--- src/rtl/scan_host_if.sv ---
// Harness-side bus of scan_host: command, byte streams and status.
// Handshakes (cmd, tx, rx): a transfer happens on the rising clk edge where valid && ready are both high; valid never waits on ready.
interface scan_host_if;
    logic [1:0]  cmd;
    logic        cmd_valid;
    logic        cmd_ready;
    logic [15:0] run_cycles;
    logic [7:0]  tx_data;
    logic        tx_valid;
    logic        tx_ready;
    logic [7:0]  rx_data;
    logic        rx_valid;
    logic        rx_ready;
    logic        busy;
    logic        halted;

    modport master (
        output cmd, cmd_valid, run_cycles, tx_data, tx_valid, rx_ready,
        input  cmd_ready, tx_ready, rx_data, rx_valid, busy, halted
    );

    modport slave (
        input  cmd, cmd_valid, run_cycles, tx_data, tx_valid, rx_ready,
        output cmd_ready, tx_ready, rx_data, rx_valid, busy, halted
    );
endinterface

--- src/rtl/scan_host.sv ---
// Host-side driver for the qtcore scan/run pins: scans a byte stream through the chain, runs to halt, pulses target reset.
// Optional feature macro: SCAN_HOST_READBACK_EN enables capture of the old chain contents onto the rx stream.
module scan_host #(
    parameter int CHAIN_LEN = 144,
    parameter int CLK_DIV   = 4
) (
    input  logic        clk,
    input  logic        rst_n,
    scan_host_if.slave  bus,
    output logic        tgt_clk,
    output logic        tgt_rst,
    output logic        tgt_scan_en_n,
    output logic        tgt_proc_en_n,
    output logic        tgt_mosi,
    input  logic        tgt_miso,
    output logic [2:0]  dbg_state
);
    localparam int DW = $clog2(CLK_DIV);
    localparam int BW = $clog2(CHAIN_LEN + 1);
    localparam logic [DW-1:0] DIV_LAST   = DW'(CLK_DIV - 1);
    localparam logic [BW-1:0] CHAIN_BITS = BW'(CHAIN_LEN);
    localparam logic [1:0] CMD_SCAN   = 2'd0;
    localparam logic [1:0] CMD_RUN    = 2'd1;
    localparam logic [1:0] CMD_TRESET = 2'd2;
    localparam logic [1:0] CMD_STEP   = 2'd3;

    typedef enum logic [2:0] {
        IDLE, SC_FETCH, SC_LOW, SC_HIGH, SC_PUSH, RN_LOW, RN_HIGH, TR
    } state_e;

    state_e         state_q, state_d;
    logic [DW-1:0]  div_q, div_d;
    logic [BW-1:0]  bits_q, bits_d;
    logic [2:0]     idx_q, idx_d;
    logic [7:0]     tx_sh_q, tx_sh_d;
    logic [15:0]    run_lim_q, run_lim_d;
    logic [15:0]    run_cnt_q, run_cnt_d;
    logic [1:0]     ph_q, ph_d;
    logic           cmd_ready_q, cmd_ready_d;
    logic           busy_q, busy_d;
    logic           halted_q, halted_d;
    logic           tx_ready_q, tx_ready_d;
    logic           tgt_clk_q, tgt_clk_d;
    logic           tgt_rst_q, tgt_rst_d;
    logic           scan_en_n_q, scan_en_n_d;
    logic           proc_en_n_q, proc_en_n_d;
    logic           mosi_q, mosi_d;
`ifdef SCAN_HOST_READBACK_EN
    logic [7:0]     rx_sh_q, rx_sh_d;
    logic [7:0]     rx_data_q, rx_data_d;
    logic           rx_valid_q, rx_valid_d;
`endif

    always_comb begin
        state_d     = state_q;
        div_d       = div_q;
        bits_d      = bits_q;
        idx_d       = idx_q;
        tx_sh_d     = tx_sh_q;
        run_lim_d   = run_lim_q;
        run_cnt_d   = run_cnt_q;
        ph_d        = ph_q;
        halted_d    = halted_q;
        tgt_clk_d   = tgt_clk_q;
        tgt_rst_d   = tgt_rst_q;
        scan_en_n_d = scan_en_n_q;
        proc_en_n_d = proc_en_n_q;
        mosi_d      = mosi_q;
`ifdef SCAN_HOST_READBACK_EN
        rx_sh_d     = rx_sh_q;
        rx_data_d   = rx_data_q;
`endif

        case (state_q)
            IDLE: begin
                if (bus.cmd_valid && cmd_ready_q) begin
                    halted_d = 1'b0;
                    div_d    = '0;
                    case (bus.cmd)
                        CMD_SCAN: begin
                            state_d     = SC_FETCH;
                            scan_en_n_d = 1'b0;
                            bits_d      = CHAIN_BITS;
                            idx_d       = 3'd0;
                        end
                        CMD_RUN, CMD_STEP: begin
                            state_d     = RN_LOW;
                            proc_en_n_d = 1'b0;
                            run_lim_d   = (bus.cmd == CMD_STEP) ? 16'd1 : bus.run_cycles;
                            run_cnt_d   = 16'd0;
                        end
                        CMD_TRESET: begin
                            state_d   = TR;
                            tgt_rst_d = 1'b1;
                            ph_d      = 2'd0;
                        end
                        default: state_d = IDLE;
                    endcase
                end
            end
            // tgt_clk is parked low here, so a tx stall can last forever without corrupting the chain
            SC_FETCH: begin
                if (bus.tx_valid) begin
                    tx_sh_d = bus.tx_data;
                    mosi_d  = bus.tx_data[0];
                    idx_d   = 3'd0;
                    div_d   = '0;
                    state_d = SC_LOW;
                end
            end
            SC_LOW: begin
                if (div_q == DIV_LAST) begin
`ifdef SCAN_HOST_READBACK_EN
                    rx_sh_d = {tgt_miso, rx_sh_q[7:1]};
`endif
                    tgt_clk_d = 1'b1;
                    div_d     = '0;
                    state_d   = SC_HIGH;
                end else begin
                    div_d = div_q + DW'(1);
                end
            end
            SC_HIGH: begin
                if (div_q == DIV_LAST) begin
                    tgt_clk_d = 1'b0;
                    div_d     = '0;
                    bits_d    = bits_q - BW'(1);
                    idx_d     = idx_q + 3'd1;
                    tx_sh_d   = tx_sh_q >> 1;
                    if (bits_q == BW'(1) || idx_q == 3'd7) begin
`ifdef SCAN_HOST_READBACK_EN
                        // Captured bits sit at the top of rx_sh; right-align so a short last byte has zero upper bits
                        rx_data_d = rx_sh_q >> (3'd7 - idx_q);
                        state_d   = SC_PUSH;
`else
                        if (bits_q == BW'(1)) begin
                            state_d     = IDLE;
                            scan_en_n_d = 1'b1;
                        end else begin
                            state_d = SC_FETCH;
                        end
`endif
                    end else begin
                        mosi_d  = tx_sh_q[1];
                        state_d = SC_LOW;
                    end
                end else begin
                    div_d = div_q + DW'(1);
                end
            end
            SC_PUSH: begin
                if (bus.rx_ready) begin
                    if (bits_q == '0) begin
                        state_d     = IDLE;
                        scan_en_n_d = 1'b1;
                    end else begin
                        state_d = SC_FETCH;
                    end
                end
            end
            RN_LOW: begin
                if (div_q == DIV_LAST) begin
                    div_d = '0;
                    if (tgt_miso) begin
                        halted_d    = 1'b1;
                        proc_en_n_d = 1'b1;
                        state_d     = IDLE;
                    end else begin
                        tgt_clk_d = 1'b1;
                        run_cnt_d = run_cnt_q + 16'd1;
                        state_d   = RN_HIGH;
                    end
                end else begin
                    div_d = div_q + DW'(1);
                end
            end
            RN_HIGH: begin
                if (div_q == DIV_LAST) begin
                    div_d     = '0;
                    tgt_clk_d = 1'b0;
                    if (run_lim_q != 16'd0 && run_cnt_q == run_lim_q) begin
                        proc_en_n_d = 1'b1;
                        state_d     = IDLE;
                    end else begin
                        state_d = RN_LOW;
                    end
                end else begin
                    div_d = div_q + DW'(1);
                end
            end
            // Four CLK_DIV-long phases: low, high, low, high -> two full target clock periods
            TR: begin
                if (div_q == DIV_LAST) begin
                    div_d = '0;
                    if (ph_q == 2'd3) begin
                        tgt_rst_d = 1'b0;
                        tgt_clk_d = 1'b0;
                        state_d   = IDLE;
                    end else begin
                        ph_d      = ph_q + 2'd1;
                        tgt_clk_d = ~tgt_clk_q;
                    end
                end else begin
                    div_d = div_q + DW'(1);
                end
            end
            default: state_d = IDLE;
        endcase

        if (state_d == IDLE) begin
            mosi_d = 1'b0;
        end

        cmd_ready_d = (state_d == IDLE);
        busy_d      = (state_d != IDLE);
        tx_ready_d  = (state_d == SC_FETCH);
`ifdef SCAN_HOST_READBACK_EN
        rx_valid_d  = (state_d == SC_PUSH);
`endif
    end

    always_ff @(posedge clk) begin
        if (!rst_n) begin
            state_q     <= IDLE;
            div_q       <= '0;
            bits_q      <= '0;
            idx_q       <= '0;
            tx_sh_q     <= '0;
            run_lim_q   <= '0;
            run_cnt_q   <= '0;
            ph_q        <= '0;
            cmd_ready_q <= 1'b1;
            busy_q      <= 1'b0;
            halted_q    <= 1'b0;
            tx_ready_q  <= 1'b0;
            tgt_clk_q   <= 1'b0;
            tgt_rst_q   <= 1'b0;
            scan_en_n_q <= 1'b1;
            proc_en_n_q <= 1'b1;
            mosi_q      <= 1'b0;
`ifdef SCAN_HOST_READBACK_EN
            rx_sh_q     <= '0;
            rx_data_q   <= '0;
            rx_valid_q  <= 1'b0;
`endif
        end else begin
            state_q     <= state_d;
            div_q       <= div_d;
            bits_q      <= bits_d;
            idx_q       <= idx_d;
            tx_sh_q     <= tx_sh_d;
            run_lim_q   <= run_lim_d;
            run_cnt_q   <= run_cnt_d;
            ph_q        <= ph_d;
            cmd_ready_q <= cmd_ready_d;
            busy_q      <= busy_d;
            halted_q    <= halted_d;
            tx_ready_q  <= tx_ready_d;
            tgt_clk_q   <= tgt_clk_d;
            tgt_rst_q   <= tgt_rst_d;
            scan_en_n_q <= scan_en_n_d;
            proc_en_n_q <= proc_en_n_d;
            mosi_q      <= mosi_d;
`ifdef SCAN_HOST_READBACK_EN
            rx_sh_q     <= rx_sh_d;
            rx_data_q   <= rx_data_d;
            rx_valid_q  <= rx_valid_d;
`endif
        end
    end

    assign bus.cmd_ready = cmd_ready_q;
    assign bus.busy      = busy_q;
    assign bus.halted    = halted_q;
    assign bus.tx_ready  = tx_ready_q;
`ifdef SCAN_HOST_READBACK_EN
    assign bus.rx_valid  = rx_valid_q;
    assign bus.rx_data   = rx_data_q;
`else
    logic unused_rx_ready;
    assign unused_rx_ready = bus.rx_ready;
    assign bus.rx_valid    = 1'b0;
    assign bus.rx_data     = 8'h00;
`endif

    assign tgt_clk       = tgt_clk_q;
    assign tgt_rst       = tgt_rst_q;
    assign tgt_scan_en_n = scan_en_n_q;
    assign tgt_proc_en_n = proc_en_n_q;
    assign tgt_mosi      = mosi_q;
    assign dbg_state     = state_q;
endmodule

--- src/flat_wrapper.sv ---
// flat-port wrapper written by rule: the top's interface ports become plain ports
module scan_host_flat 
#(
    parameter int CHAIN_LEN = 144,
    parameter int CLK_DIV   = 4
)
  (clk, rst_n, tgt_clk, tgt_rst, tgt_scan_en_n, tgt_proc_en_n, tgt_mosi, tgt_miso, dbg_state, bus_cmd, bus_cmd_valid, bus_run_cycles, bus_tx_data, bus_tx_valid, bus_rx_ready, bus_cmd_ready, bus_tx_ready, bus_rx_data, bus_rx_valid, bus_busy, bus_halted);
  scan_host_if bus_i ();
  input  logic clk;
  input  logic rst_n;
  output logic tgt_clk;
  output logic tgt_rst;
  output logic tgt_scan_en_n;
  output logic tgt_proc_en_n;
  output logic tgt_mosi;
  input  logic tgt_miso;
  output logic [2:0] dbg_state;
  input wire logic [$bits(bus_i.cmd)-1:0] bus_cmd;
  input wire logic [$bits(bus_i.cmd_valid)-1:0] bus_cmd_valid;
  input wire logic [$bits(bus_i.run_cycles)-1:0] bus_run_cycles;
  input wire logic [$bits(bus_i.tx_data)-1:0] bus_tx_data;
  input wire logic [$bits(bus_i.tx_valid)-1:0] bus_tx_valid;
  input wire logic [$bits(bus_i.rx_ready)-1:0] bus_rx_ready;
  output wire logic [$bits(bus_i.cmd_ready)-1:0] bus_cmd_ready;
  output wire logic [$bits(bus_i.tx_ready)-1:0] bus_tx_ready;
  output wire logic [$bits(bus_i.rx_data)-1:0] bus_rx_data;
  output wire logic [$bits(bus_i.rx_valid)-1:0] bus_rx_valid;
  output wire logic [$bits(bus_i.busy)-1:0] bus_busy;
  output wire logic [$bits(bus_i.halted)-1:0] bus_halted;
  assign bus_i.cmd = bus_cmd;
  assign bus_i.cmd_valid = bus_cmd_valid;
  assign bus_i.run_cycles = bus_run_cycles;
  assign bus_i.tx_data = bus_tx_data;
  assign bus_i.tx_valid = bus_tx_valid;
  assign bus_i.rx_ready = bus_rx_ready;
  assign bus_cmd_ready = bus_i.cmd_ready;
  assign bus_tx_ready = bus_i.tx_ready;
  assign bus_rx_data = bus_i.rx_data;
  assign bus_rx_valid = bus_i.rx_valid;
  assign bus_busy = bus_i.busy;
  assign bus_halted = bus_i.halted;
  scan_host #(.CHAIN_LEN(CHAIN_LEN), .CLK_DIV(CLK_DIV)) u_core (.clk(clk), .rst_n(rst_n), .bus(bus_i), .tgt_clk(tgt_clk), .tgt_rst(tgt_rst), .tgt_scan_en_n(tgt_scan_en_n), .tgt_proc_en_n(tgt_proc_en_n), .tgt_mosi(tgt_mosi), .tgt_miso(tgt_miso), .dbg_state(dbg_state));
endmodule
--- config.mk ---
export PLATFORM = sky130hd
export DESIGN_NAME = scan_host_flat
export DESIGN_NICKNAME = d
export VERILOG_FILES = /design/src/rtl/scan_host_if.sv /design/src/rtl/scan_host.sv /design/src/flat_wrapper.sv
export SDC_FILE = /design/constraint.sdc
export NUM_CORES = 1
export LEC_CHECK = 0
export ABC_CLOCK_PERIOD_IN_PS = 3900
export CAP_MARGIN = 20
export CORE_MARGIN = 2
export CORE_UTILIZATION = 25
export DETAILED_ROUTE_END_ITERATION = 7
export GPL_ROUTABILITY_DRIVEN = 0
export PLACE_DENSITY = 0.48
export SLEW_MARGIN = 10
export SYNTH_ARGS = -nofsm -noshare
export SYNTH_HDL_FRONTEND = slang
export SYNTH_SLANG_ARGS = --single-unit
--- constraint.sdc ---
create_clock -name clk -period 3.9 [get_ports clk]
set_input_delay 0.78 -clock clk [delete_from_list [all_inputs] [get_ports clk]]
set_output_delay 0.78 -clock clk [all_outputs]
set_load 0.03 [all_outputs]
==> summary.txt, run 1 <==
Worst setup path
  – CP Max Fanout: 22
  – Slowest cell on the critical path: dfxtp_1
  – Critical Path Source Type: flip-flop
  – Crit path largest cell delay: 920 ps
  – Critical path class: flip-flop to primary output
  – Crit path buffers/inverters: 1
  – Worst path cell trace: clkdlybuf4s50_1
  – CP Capture Type: primary output
  – Worst endpoint required time: 3120 ps
  – Delay-heaviest family, CP: flip-flops
  – Worst EP arrival: 2080 ps

Power and ir drop
  – Worst vdd ir: 0.260 mV
  – Switch share: 36.0%
  – LEAKAGE: 1.52 nW
  – Internal power: 1.69 mW
  – Clock power share: 31.1%
  – Sequential Power Share: 35.7%
  – Combinational Power Share: 33.1%
  – Sw Pwr: 0.954 mW
  – Total power: 2.65 mW
  – Power Density: 619 mW/mm^2

Yosys
  – Post-synthesis mux area share: 1.21%
  – Largest family of logic cells by synthesized area: simple AND/OR/NAND/NOR gates
  – Xor/xnor share of the synthesized area: 9.98%
  – Complex-gate fraction of the synthesized area: 14.0%
  – Synthesis-stage register bit count: 66
  – Distinct cells, synth: 56
  – Async set or reset register ratio after synthesis: 0%
  – Seq/Total Area, Yosys: 38.6%
  – Synth Instances: 414
  – Main synth FF type: dfxtp_1
  – Mapped cell area: 0.00342 mm^2
  – EDFF count, synth: 0
  – YS warnings: 0
  – Syn Area/Cell: 8.27 um^2
  – Adder-Cell Fraction of Synth Area: 2.92%
  – Synth Area in Simple Gates: 27.7%

CTS
  – CTS sink cnt: 66
  – Hold Buf Count CTS: 0
  – Root Buffer Master: clkbuf_16
  – CTS resizes: 0
  – Clock buffer depth: 2
  – H-tree depth: 3
  – Setup bufs post-CTS: 0
  – TritonCTS clock tree: built
  – CTS Buf Count: 9
  – Worst skew pair latency: 340 ps
  – Clk slew on worst S/H paths: 50 ps

Routing
  – DR WL/cell: 14.4 um
  – Initial DRC Count: 160
  – Antenna Nets Post-Route: 0
  – Vias: 2955
  – Drc violations: 0
  – Vias per cell: 4.68
  – Final WL: 9100 um
  – DRT Pass-1 Iters: 5

Timing
  – Final min period: 2860 ps
  – Setup WS post-layout: 1040 ps
  – Period utilization: 73.3%
  – Final hold violation count: 0
  – Clock skew: 6.03 ps
  – Pins over their slew limit: 0
  – Final Setup Violations: 0
  – F_max: 350 MHz
  – Worst-margin pin slew: 915 ps
  – RSZ-0062 raised after global routing: false
  – Slew HR: 38.9%
  – Setup TNS: 0 ps

Floorplanning
  – Io pins: 53
  – Die X: 121 um
  – Core area: 0.0133 mm^2
  – Chip Height: 121 um
  – Effective utilization at floorplan: 25.7%
  – Die footprint: 0.0146 mm^2
  – FP Rows: 42

Status
  – Status: finished clean

Global route
  – Vias in the first global route: 2861
  – Global Route Usage Sum: 13.1%
  – Largest net degree at the start of global routing: 38
  – Global-route wire length before repair: 14700 um
  – Initial antenna violation count: 0
  – GRT overflow: 0

Place
  – Dpl cells: 615
  – PortBufs: 43
  – Place WS: 1050 ps
  – Final HPWL DP: 6330 um

Hold path
  – Worst hold path class: flip-flop to flip-flop

Layout
  – Area Overhead vs Synth: 24.9%
  – Diode count: 0
  – Fillers: 1371
  – Final Non-Filler Cells: 631
  – Nets: 490
  – Final core utilization: 32.2%
  – Share of cells above drive strength 1: 7.25%

Flow run
  – Max-cap violations: 0
-- layer usage --
| metal | vias up | global-route usage, % | wire [um] |
|---|---|---|---|
| met3 | 4 | 4.42 | 508 |
| met2 | 72 | 18.5 | 3940 |
| li1 | 1509 | - | - |
| met5 | - | 0 | 0 |
| met4 | 0 | 5.09 | 104 |
| met1 | 1370 | 18.2 | 4550 |
-- layout make-up --
type | instances | area, um^2 | share of cell area (%)
inverter | 8 | 30.0 | 0.702
multi-input combinational | 319 | 1950 | 45.5
timing repair buffer | 46 | 453 | 10.6
tap | 176 | 220 | 5.15
clock inverter | 4 | 50.0 | 1.17
sequential | 66 | 1320 | 30.9
clock buffer | 12 | 256 | 6.00
-- kinds of logic (layout without fill, tap and decap cells) --
| group | Yosys count | after routing |
|---|---|---|
| buffers and inverters | 37 | 70 |
| AOI/OAI and AO/OA | 71 | 71 |
| xor gates and xnor gates | 39 | 39 |
| and+or+nand+nor | 188 | 188 |
| DFF | 66 | 66 |
| muxes | 4 | 4 |
| adders and majority gates | 8 | 8 |
| other | 1 | 9 |
-- cells in the final DEF (no fill, tap or decap), types with 2 or more instances in the layout --
cell and instances:
a211oi_1 3, a21oi_1 35, a21oi_2 2, a311oi_1 6
a31oi_1 2, and3_1 3, and3b_1 2, and4_1 3
buf_4 3, clkbuf_16 9, clkbuf_8 2, clkdlybuf4s50_1 43
clkinvlp_4 2, conb_1 9, dfxtp_1 66, ha_1 8
inv_1 7, mux2i_1 3, nand2_1 54, nand2b_1 3
nand3_1 27, nand4_1 13, nand4b_1 2, nor2_1 48
nor2b_1 4, nor3_1 9, nor4_1 5, o211ai_1 3
o21ai_0 6, o32a_1 2, or2_0 2, or3_1 3
xnor2_1 19, xor2_1 20
-- flip-flops by register name, summed over array words and instances, names as in the netlist, 2 cells and up --
register and cells:
u_core.bits_q 8, u_core.dbg_state 3, u_core.div_q 2, u_core.idx_q 3
u_core.ph_q 2, u_core.run_cnt_q 16, u_core.run_lim_q 16, u_core.tx_sh_q 7
-- power groups by stage --
stage          sequential, mW  clock (mW)  combinational (mW)
2_1_floorplan           0.944           0               0.645
3_3_place_gp            0.959           0               0.872
3_5_place_dp            0.959           0               0.884
4_1_cts                 0.946       0.846               0.889
5_1_grt                 0.968       0.880               0.976
6_report                0.946       0.825               0.878
-- per-stage QoR --
| step | cell area [um^2] | hold WS (ps) |
|---|---|---|
| 2_1_floorplan | 3450 | 436 |
| 3_3_place_gp | 3970 | 450 |
| 3_5_place_dp | 3970 | 457 |
| 4_1_cts | 4280 | 465 |
| 5_1_grt | 4280 | 487 |
| 6_report | 4280 | 465 |
-- final timing paths --
kind / from / to / slack, ps / depth (start not counted)
min: u_core.idx_q[2]$_SDFFE_PN0P_ / u_core.idx_q[2]$_SDFFE_PN0P_ / 460 / 2
max reg2reg: u_core.dbg_state[2]$_SDFF_PN0_ / u_core.idx_q[0]$_SDFFE_PN0P_ / 1380 / 5
min reg2reg: u_core.idx_q[2]$_SDFFE_PN0P_ / u_core.idx_q[2]$_SDFFE_PN0P_ / 460 / 2
max: u_core.dbg_state[1]$_SDFF_PN0_ / dbg_state[1] / 1040 / 1
-- synth_stat cells, drive strengths merged, types with 2 or more instances --
master | instances | area (um^2)
nor4 | 6 | 52.6
a21oi | 37 | 193
a211oi | 4 | 35.0
inv | 8 | 30.0
or2 | 3 | 18.8
and4 | 3 | 26.3
nor3 | 9 | 45.0
nand3 | 27 | 135
nor2 | 48 | 180
dfxtp | 66 | 1320
nand2 | 54 | 203
clkbuf | 11 | 41.3
buf | 18 | 115
nand4 | 13 | 81.3
a311oi | 6 | 52.6
o22ai | 2 | 18.8
or3 | 4 | 30.0
xor2 | 20 | 175
nor3b | 2 | 20.0
nand2b | 3 | 18.8
o32a | 2 | 20.0
nor2b | 4 | 25.0
a31oi | 2 | 12.5
o211ai | 3 | 22.5
and3b | 2 | 17.5
o21ai | 6 | 30.0
ha | 8 | 100
mux2i | 3 | 30.0
and3 | 3 | 18.8
nand4b | 3 | 32.5
xnor2 | 19 | 166
(Power assumes the default switching activity.)
==> inputs of run 2 (changes only) <==
--- a/config.mk
+++ b/config.mk
@@ -5,7 +5,7 @@
 export SDC_FILE = /design/constraint.sdc
 export NUM_CORES = 1
 export LEC_CHECK = 0
-export ABC_CLOCK_PERIOD_IN_PS = 3900
+export ABC_CLOCK_PERIOD_IN_PS = 2850
 export CAP_MARGIN = 20
 export CORE_MARGIN = 2
 export CORE_UTILIZATION = 25
==> constraint.sdc (replaced) <==
create_clock -name clk -period 2.85 [get_ports clk]
set_input_delay 0.57 -clock clk [delete_from_list [all_inputs] [get_ports clk]]
set_output_delay 0.57 -clock clk [all_outputs]
set_load 0.03 [all_outputs]
==> run 2 against run 1 <==
Sequential power grew 32%; combinational power up 48%; sequential share of layout area down 0.53 points; flip-flop and latch count unchanged; cell count up 1.6%; design area increased by 1.8%; die area unchanged; non-clock buffer count rose by 10; routed wire length up 2.4%; critical path depth is the same; count of clock-buffer cells in the layout is the same; worst setup slack got worse by 650 ps.
==> summary.txt, run 2 (synthesis gave the netlist of run 1 again) <==
Global route
  – Vias in the first global route: 3095
  – Initial antenna violation count: 0
  – GRT overflow: 0
  – Global Route Usage Sum: 13.7%
  – Global-route wire length before repair: 15600 um
  – Largest net degree at the start of global routing: 20

CTS
  – Clk slew on worst S/H paths: 60 ps
  – TritonCTS clock tree: built
  – Worst skew pair latency: 340 ps
  – CTS sink cnt: 66
  – CTS resizes: 0
  – CTS Buf Count: 9
  – Hold Buf Count CTS: 0
  – Root Buffer Master: clkbuf_16
  – Clock buffer depth: 2
  – Setup bufs post-CTS: 0
  – H-tree depth: 3

Hold path
  – Worst hold path class: flip-flop to flip-flop
  – Min-delay src: u_core.idx_q[1]$_SDFFE_PN0P_
  – Hold depth: 2
  – Hold Path End: u_core.idx_q[1]$_SDFFE_PN0P_

Flow run
  – Max-cap violations: 0

Status
  – Status: finished clean

Timing
  – Final Setup Violations: 0
  – Setup WS post-layout: 394 ps
  – Final min period: 2460 ps
  – Setup TNS: 0 ps
  – RSZ-0062 raised after global routing: false
  – Final hold violation count: 0
  – Period utilization: 86.2%
  – Worst-margin pin slew: 673 ps
  – Pins over their slew limit: 0
  – Slew HR: 55.1%
  – Clock skew: 6.00 ps
  – F_max: 407 MHz

Worst setup path
  – Slowest cell on the critical path: clkdlybuf4s50_1
  – Crit path largest cell delay: 800 ps
  – R2R depth: 6
  – Flop2flop setup slack: 580 ps
  – Worst EP arrival: 1890 ps
  – CP Max Fanout: 17
  – Delay-heaviest family, CP: buffers and inverters
  – FF-to-FF Start: u_core.div_q[0]$_SDFFE_PN0P_
  – R2r endpoint: u_core.bus.busy$_SDFF_PN0_
  – Critical path class: flip-flop to primary output
  – Crit path buffers/inverters: 1
  – Critical Path Source Type: flip-flop
  – CP Capture Type: primary output
  – Worst path cell trace: clkdlybuf4s50_1
  – Worst endpoint required time: 2280 ps

Layout
  – Post-route cell area: 0.00435 mm^2
  – Area Overhead vs Synth: 27.1%
  – Diode count: 0
  – Regs by FF count: u_core.run_cnt_q (16), u_core.run_lim_q (16), u_core.bits_q (8)
  – Most frequent cells in the layout: 66 x dfxtp_1, 54 x nand2_1, 48 x nor2_1
  – Area of the multi-input gates: 0.00195 mm^2
  – Storage cell area: 0.00132 mm^2
  – Most common cell after layout, fill and taps aside: dfxtp_1
  – Final core utilization: 32.7%
  – Share of cells above drive strength 1: 9.25%
  – Nets: 500
  – Fillers: 1395

Floorplanning
  – FP Rows: 42
  – Io pins: 53
  – Effective utilization at floorplan: 25.7%
  – Core area: 0.0133 mm^2
  – Chip Height: 121 um
  – Die footprint: 0.0146 mm^2
  – Die X: 121 um

Routing
  – Vias per cell: 4.76
  – Final WL: 9310 um
  – Initial DRC Count: 165
  – Vias: 3053
  – DRT Pass-1 Iters: 4
  – DR WL/cell: 14.5 um
  – Antenna Nets Post-Route: 0
  – Drc violations: 0

Power and ir drop
  – Switch share: 36.4%
  – Sequential Power Share: 33.9%
  – Internal power: 2.35 mW
  – LEAKAGE: 1.57 nW
  – Power Density: 850 mW/mm^2
  – Combinational Power Share: 35.3%
  – Worst vdd ir: 0.328 mV
  – Clock power share: 30.9%
  – Sw Pwr: 1.35 mW

Place
  – Place WS: 253 ps
  – Cell Area, Placed: 0.00405 mm^2
  – Final HPWL DP: 6770 um
  – PortBufs: 43
[run 2: layout make-up]
type	count	share of cell area [%]
repair buffers	56	12.1
inverters	8	0.690
flip-flops and latches	66	30.4
clock buffers	12	5.89
clock inverters	4	1.15
well taps	176	5.06
multi-input cells	319	44.7
[run 2: power by group through the flow]
stage                     sequential [mW]  combinational, mW  clock, mW
after floorplan                      1.29              0.882          0
after global placement               1.27               1.28          0
after detailed placement             1.27               1.30          0
after CTS                            1.25               1.31       1.17
after global routing                 1.28               1.45       1.21
final                                1.25               1.30       1.14
[run 2: worst max-delay path by stage]
stage                                   startpoint                      endpoint  slack, ps  cells past startpoint
global route        u_core.dbg_state[1]$_SDFF_PN0_                  dbg_state[1]        310                      1
detailed placement                      bus_cmd[0]  u_core.idx_q[0]$_SDFFE_PN0P_        250                      6
finish              u_core.dbg_state[1]$_SDFF_PN0_                  dbg_state[1]        390                      1
floorplan                               bus_cmd[0]  u_core.idx_q[0]$_SDFFE_PN0P_        900                      5
global placement                        bus_cmd[0]  u_core.idx_q[0]$_SDFFE_PN0P_        270                      6
CTS                 u_core.dbg_state[1]$_SDFF_PN0_                  dbg_state[1]        390                      1
[run 2: through the flow]
| step | instances | total power, mW | hold slack [ps] |
|---|---|---|---|
| finish | 641 | 3.70 | 456 |
| global route | 641 | 3.95 | 493 |
| CTS | 641 | 3.74 | 458 |
| detailed placement | 625 | 2.58 | 450 |
| global placement | 625 | 2.55 | 446 |
| floorplan | 422 | 2.17 | 436 |
[run 2: metal layers]
layer | GRT usage (%) | wire length, um | vias to the layer above
met5 | 0 | 0 | -
met4 | 4.87 | 139 | 0
met3 | 4.28 | 467 | 8
met2 | 21.7 | 4290 | 66
met1 | 17.6 | 4410 | 1449
li1 | - | - | 1530
